## src/rtl/wave_load_ctrl.sv

```systemverilog
//==============================================================================
// Module : wave_load_ctrl
// Desc   : Byte-command sequencer in front of the NCO; paces table writes so
//          exactly one NCO strobe falls in each write window.
//          Optional feature macro: WAVE_LOAD_CHECKSUM_EN (trailing XOR byte).
// Rev    : 1.0
//==============================================================================
`default_nettype none

module wave_load_ctrl #(
    parameter int MAX_ADDR     = 6000,
    parameter int P_STROBE_MAX = 520
) (
    input  logic       clk,
    input  logic       rst,
    input  logic       s_valid,
    input  logic [7:0] s_data,
    output logic       s_ready,
    output logic       we_o,
    output logic [7:0] data_o,
    output logic [7:0] freq_step_o,
    output logic       busy_o,
    output logic       done_o,
    output logic       err_o
);

    typedef enum logic [3:0] {
        S_IDLE,
        S_LEN_LO,
        S_LEN_HI,
        S_LOAD_WAIT,
        S_LOAD_ARM,
        S_LOAD_HOLD,
        S_FREQ,
        S_DONE,
        S_CHECK
    } state_t;

    localparam logic [7:0]  C_CMD_LOAD = 8'hA5;
    localparam logic [7:0]  C_CMD_FREQ = 8'h5A;
    localparam logic [25:0] C_CNT_MAX  = 26'(P_STROBE_MAX);
    localparam logic [12:0] C_MAX_LEN  = 13'(MAX_ADDR);

    state_t      r_state;
    state_t      w_next;
    logic [25:0] r_cnt;
    logic [7:0]  r_len_lo;
    logic [12:0] r_rem;
    logic        r_ready;
    logic        r_we;
    logic [7:0]  r_data;
    logic [7:0]  r_freq;
    logic        r_done;
    logic        r_err;
`ifdef WAVE_LOAD_CHECKSUM_EN
    logic [7:0]  r_xor;
`endif

    logic        w_ce;
    logic        w_xfer;
    logic [12:0] w_len;
    logic        w_done;
    logic        w_err;
    logic        w_ready_next;

    // Free-running counter mirrors the NCO strobe since both leave reset together.
    assign w_ce   = (r_cnt == C_CNT_MAX);
    assign w_xfer = s_valid && r_ready;
    assign w_len  = {s_data[4:0], r_len_lo};

    always_comb begin
        w_next = r_state;
        w_done = 1'b0;
        w_err  = 1'b0;
        case (r_state)
            S_IDLE: begin
                if (w_xfer) begin
                    if (s_data == C_CMD_LOAD) begin
                        w_next = S_LEN_LO;
                    end else if (s_data == C_CMD_FREQ) begin
                        w_next = S_FREQ;
                    end else begin
                        w_err = 1'b1;
                    end
                end
            end
            S_LEN_LO: begin
                if (w_xfer) begin
                    w_next = S_LEN_HI;
                end
            end
            S_LEN_HI: begin
                if (w_xfer) begin
                    if (w_len == 13'd0) begin
`ifdef WAVE_LOAD_CHECKSUM_EN
                        w_next = S_CHECK;
`else
                        w_done = 1'b1;
                        w_next = S_IDLE;
`endif
                    end else if (w_len > C_MAX_LEN) begin
                        w_err  = 1'b1;
                        w_next = S_IDLE;
                    end else begin
                        w_next = S_LOAD_WAIT;
                    end
                end
            end
            S_LOAD_WAIT: begin
                if (w_xfer) begin
                    w_next = S_LOAD_ARM;
                end
            end
            S_LOAD_ARM: begin
                if (w_ce) begin
                    w_next = S_LOAD_HOLD;
                end
            end
            S_LOAD_HOLD: begin
                if (w_ce) begin
                    if (r_rem == 13'd1) begin
`ifdef WAVE_LOAD_CHECKSUM_EN
                        w_next = S_CHECK;
`else
                        w_next = S_DONE;
`endif
                    end else begin
                        w_next = S_LOAD_WAIT;
                    end
                end
            end
            S_FREQ: begin
                if (w_xfer) begin
                    w_done = 1'b1;
                    w_next = S_IDLE;
                end
            end
            S_DONE: begin
                w_done = 1'b1;
                w_next = S_IDLE;
            end
`ifdef WAVE_LOAD_CHECKSUM_EN
            S_CHECK: begin
                if (w_xfer) begin
                    if (s_data == r_xor) begin
                        w_done = 1'b1;
                    end else begin
                        w_err = 1'b1;
                    end
                    w_next = S_IDLE;
                end
            end
`endif
            default: w_next = S_IDLE;
        endcase
    end

    assign w_ready_next = (w_next == S_IDLE)      || (w_next == S_LEN_LO) ||
                          (w_next == S_LEN_HI)    || (w_next == S_FREQ)   ||
                          (w_next == S_LOAD_WAIT) || (w_next == S_CHECK);

    always_ff @(posedge clk) begin
        if (rst) begin
            r_state  <= S_IDLE;
            r_cnt    <= '0;
            r_len_lo <= '0;
            r_rem    <= '0;
            r_ready  <= 1'b0;
            r_we     <= 1'b0;
            r_data   <= '0;
            r_freq   <= 8'd1;
            r_done   <= 1'b0;
            r_err    <= 1'b0;
`ifdef WAVE_LOAD_CHECKSUM_EN
            r_xor    <= '0;
`endif
        end else begin
            r_state <= w_next;
            r_cnt   <= w_ce ? '0 : r_cnt + 26'd1;
            r_ready <= w_ready_next;
            r_done  <= w_done;
            r_err   <= w_err;
            if (r_state == S_LEN_LO && w_xfer) begin
                r_len_lo <= s_data;
            end
            if (r_state == S_LEN_HI && w_xfer) begin
                r_rem <= w_len;
`ifdef WAVE_LOAD_CHECKSUM_EN
                r_xor <= '0;
`endif
            end
            if (r_state == S_LOAD_WAIT && w_xfer) begin
                r_data <= s_data;
`ifdef WAVE_LOAD_CHECKSUM_EN
                r_xor  <= r_xor ^ s_data;
`endif
            end
            // Window opens after one strobe and closes after the next one.
            if (r_state == S_LOAD_ARM && w_ce) begin
                r_we <= 1'b1;
            end
            if (r_state == S_LOAD_HOLD && w_ce) begin
                r_we  <= 1'b0;
                r_rem <= r_rem - 13'd1;
            end
            if (r_state == S_FREQ && w_xfer) begin
                r_freq <= s_data;
            end
        end
    end

    assign s_ready     = r_ready;
    assign we_o        = r_we;
    assign data_o      = r_data;
    assign freq_step_o = r_freq;
    assign busy_o      = (r_state != S_IDLE);
    assign done_o      = r_done;
    assign err_o       = r_err;

endmodule

`default_nettype wire

```

## config.mk

```make
export PLATFORM = sky130hd
export DESIGN_NAME = wave_load_ctrl
export DESIGN_NICKNAME = d
export VERILOG_FILES = /design/src/rtl/wave_load_ctrl.sv
export SDC_FILE = /design/constraint.sdc
export NUM_CORES = 1
export LEC_CHECK = 0
export CELL_PAD_IN_SITES_DETAIL_PLACEMENT = 0
export CELL_PAD_IN_SITES_GLOBAL_PLACEMENT = 1
export CORE_MARGIN = 2
export CORE_UTILIZATION = 46
export DETAILED_ROUTE_END_ITERATION = 16
export GPL_TIMING_DRIVEN = 0
export MAX_ROUTING_LAYER = met4
export PLACE_DENSITY = 0.9
export SETUP_SLACK_MARGIN = 0.02
export SYNTH_ARGS = -nofsm -noshare
export SYNTH_HDL_FRONTEND = slang
export SYNTH_SLANG_ARGS = --single-unit
```

## constraint.sdc

```tcl
create_clock -name clk -period 2.8 [get_ports clk]
set_input_delay 0.28 -clock clk [delete_from_list [all_inputs] [get_ports clk]]
set_output_delay 0.28 -clock clk [all_outputs]
set_load 0.02 [all_outputs]
```

==> summary.md <==
| Metric | Value |
|---|---|
| Status | finished clean |
| Largest net degree at the start of global routing | 13 |
| DRT antenna net count | 0 |
| Clock Skew | 9.041 ps |
| Number of synthesized flops with an enable pin | 0 |
| Total Wirelength | 7.436 mm |
| Post-DP HPWL | 5.370 mm |
| Hold Path Class | input pin to flop |
| Vias | 2850 |
| Share of cells above drive strength 1 | 7.407% |
| N_diodes | 0 |
| Avg Vias per Cell | 5.398 |
| Vias in the first global route | 2619 |
| Post-Layout Cell Count | 528 |
| Max_cap viols | 0 |
| Post-synthesis cell type count | 49 |
| Syn. warnings | 0 |
| RR Startpoint | r_cnt[0] |
| Register area | 1421 µm² |
| Tcrit/Tclk final | 82.40% |
| Nets | 442 |
| Critical Path RT | 3010 ps |
| Skew-Pair Late Insertion Delay | 340 ps |
| Die span in x | 88.98 µm |
| Final Wtd Congestion | 0.8680 |
| Cell Area, Placed | 3722 µm² |
| CP endpoint kind | flop |
| Multi-input gate area | 1783 µm² |
| Pre-Repair DR Iteration Count | 5 |
| Min Tclk post-route | 2307 ps |
| Cells after Synth | 388 |
| Initial cell density of the core | 48.10% |
| Final Util | 56.90% |
| Slew of the pin with the lowest slew margin | 733.8 ps |
| GRT Overall Usage | 20.91% |
| CTS tree | done |
| Pwr Density | 497.7 nW/µm² |
| Die ar. | 7917 µm² |
| # clock sinks | 71 |
| Ys async rst share | 0% |
| First-pass GRT wire length | 12.65 mm |
| CTS Hold Buffers Added | 0 |
| FP Rows | 30 |
| Final Instance Area | 3930 µm² |
| Ys flop type | dfxtp_1 |
| Crit Path Category | flop to flop |
| Mean Syn Cell Area | 8.562 µm² |
| Inst Count DP | 512 |
| Final Hold Vio Count | 0 |
| WP data arrival | 2520 ps |
| Postcts setup bufs | 0 |
| RSZ-0062 raised after global routing | no |
| Mapped Area | 3322 µm² |
| DRC viols | 0 |
| IO Port Bufs | 28 |
| Gr ovfl total | 0 |
| Setup crit end | r_rem[4] |
| CP Launch Type | flop |
| Final setup TNS | 0 ps |
| Root Driver | clkbuf_8 |
| CTS buffer count | 9 |
| Rel. slew slack | 50.63% |
| Crit-path max FO | 10 |
| Die height | 88.98 µm |
| Peak Freq | 433.4 MHz |
| FF-to-FF setup slack | 490 ps |
| Pleak | 1.523 nW |
| Wirelength per Cell | 14.08 µm |
| Maximum vdd ir drop | 0.2856 mV |
| Crit path from | r_cnt[0] |
| Max Root-Sink Buffers | 2 |
| Clock transition at path regs | 80 ps |
| R2r worst-path depth | 9 |
| I/O pins | 32 |
| Worst r2r dst | r_rem[4] |
| Antenna violations before repair | 0 |
| Core area | 6907 µm² |
| Filler cell count | 659 |
| Yosys reg bits | 71 |
| Initial DRC Count | 199 |
| Endpoints failing setup | 0 |
| Syn Nets | 403 |
| CTS HTree Levels | 3 |
| Area growth syn-to-layout | 18.31% |
| Final Max Tran Viols | 0 |
| Tot Pwr | 0.001956 W |
| Seq/Total Area, Yosys | 42.79% |
| Post_cts resized | 0 |
## sequential cells by signal, summed over array words and instances (netlist names)
name,cells
done_o,1
err_o,1
r_len_lo,8
data_o,8
r_rem,13
r_cnt,26
r_state,4
we_o,1
s_ready,1
freq_step_o,8
## stage by stage
step | hold WS [ps] | setup slack, ps
finish | 385.4 | 492.8
global placement | 454.7 | 308.2
detailed placement | 463.6 | 328.3
global route | 408.6 | 269.5
CTS | 371.0 | 457.6
floorplan | 423.9 | 854.2
## kinds of logic after synthesis
kind of cell	share of synthesized area (%)
muxes	7.269
other	0.1129
and+or+nand+nor	28.55
buffers and inverters	3.540
DFF	42.79
xor gates and xnor gates	5.800
AOI/OAI and AO/OA	10.43
adders and majority gates	1.507
## critical path, cell delays in order, from the launching register on
cell and delay [ps]:
dfxtp_1 350, inv_1 70, ha_1 120, nor4b_2 200
nand4_1 260, nor3_2 320, buf_2 280, nand2_1 110
o311ai_0 320, a31oi_1 140
## area by class of cell
| class | count | share of cell area [%] |
|---|---|---|
| buffer | 18 | 1.847 |
| clock buffer | 11 | 3.852 |
| clock inverter | 5 | 1.433 |
| multi-input combinational | 287 | 45.37 |
| sequential | 71 | 36.17 |
| inverter | 12 | 1.146 |
| timing repair buffer | 28 | 7.131 |
| tap | 96 | 3.056 |
## cell usage after synthesis (all sizes together), types with 4 or more instances
cell / number / area [µm²]
nor3: 13 / 85.08
nor2: 70 / 262.8
and3: 5 / 31.28
nand4: 11 / 68.82
xnor2: 10 / 87.58
ha: 4 / 50.05
dfxtp: 71 / 1421
clkbuf: 14 / 52.55
nand2: 27 / 101.4
a21oi: 14 / 70.07
or3: 6 / 42.54
nor2b: 5 / 31.28
inv: 12 / 45.04
a31oi: 8 / 50.05
nor4: 7 / 43.79
nand3: 21 / 110.1
buf: 4 / 20.02
nand2b: 4 / 25.02
nor4b: 4 / 53.80
o21ai: 6 / 30.03
o311ai: 4 / 35.03
mux2i: 23 / 230.2
xor2: 12 / 105.1
## placed cells by master (no fill, tap or decap), drive strengths merged, types with 4 or more instances in the layout
cell type / n
nor3: 13
nor2b: 5
nor4b: 4
a31oi: 8
o311ai: 4
nand3: 21
clkdlybuf4s50: 28
and3: 5
clkbuf: 25
or3: 6
nand4: 11
mux2i: 23
dfxtp: 71
nor2: 70
buf: 4
nand2b: 4
nand2: 27
nor4: 7
a21oi: 14
xnor2: 10
inv: 12
o21ai: 6
xor2: 12
ha: 4
## layer usage
metal | up-vias | part of all wire (%) | global-route usage (%)
li1 | 1448 | - | -
met1 | 1340 | 53 | 30.05
met2 | 53 | 43 | 30.19
met3 | 9 | 3.1 | 3.324
met4 | 0 | 1.3 | 6.513
met5 | - | 0 | -
## how the worst min path moves through the flow
stage	cells after the start	end	startpoint
6_report	3	data_o[4]	s_data[4]
5_1_grt	3	data_o[4]	s_data[4]
3_3_place_gp	1	freq_step_o[0]	freq_step_o[0]
2_1_floorplan	2	data_o[1]	s_data[1]
4_1_cts	3	data_o[4]	s_data[4]
3_5_place_dp	1	freq_step_o[0]	freq_step_o[0]
## where the power goes
group	switching, W	internal, W
clock	0.000391	0.000459
sequential	0.00000754	0.00101
combinational	0.0000525	0.0000316
total	0.000451	0.00150
No activity file was read; power rests on OpenSTA's default activity.
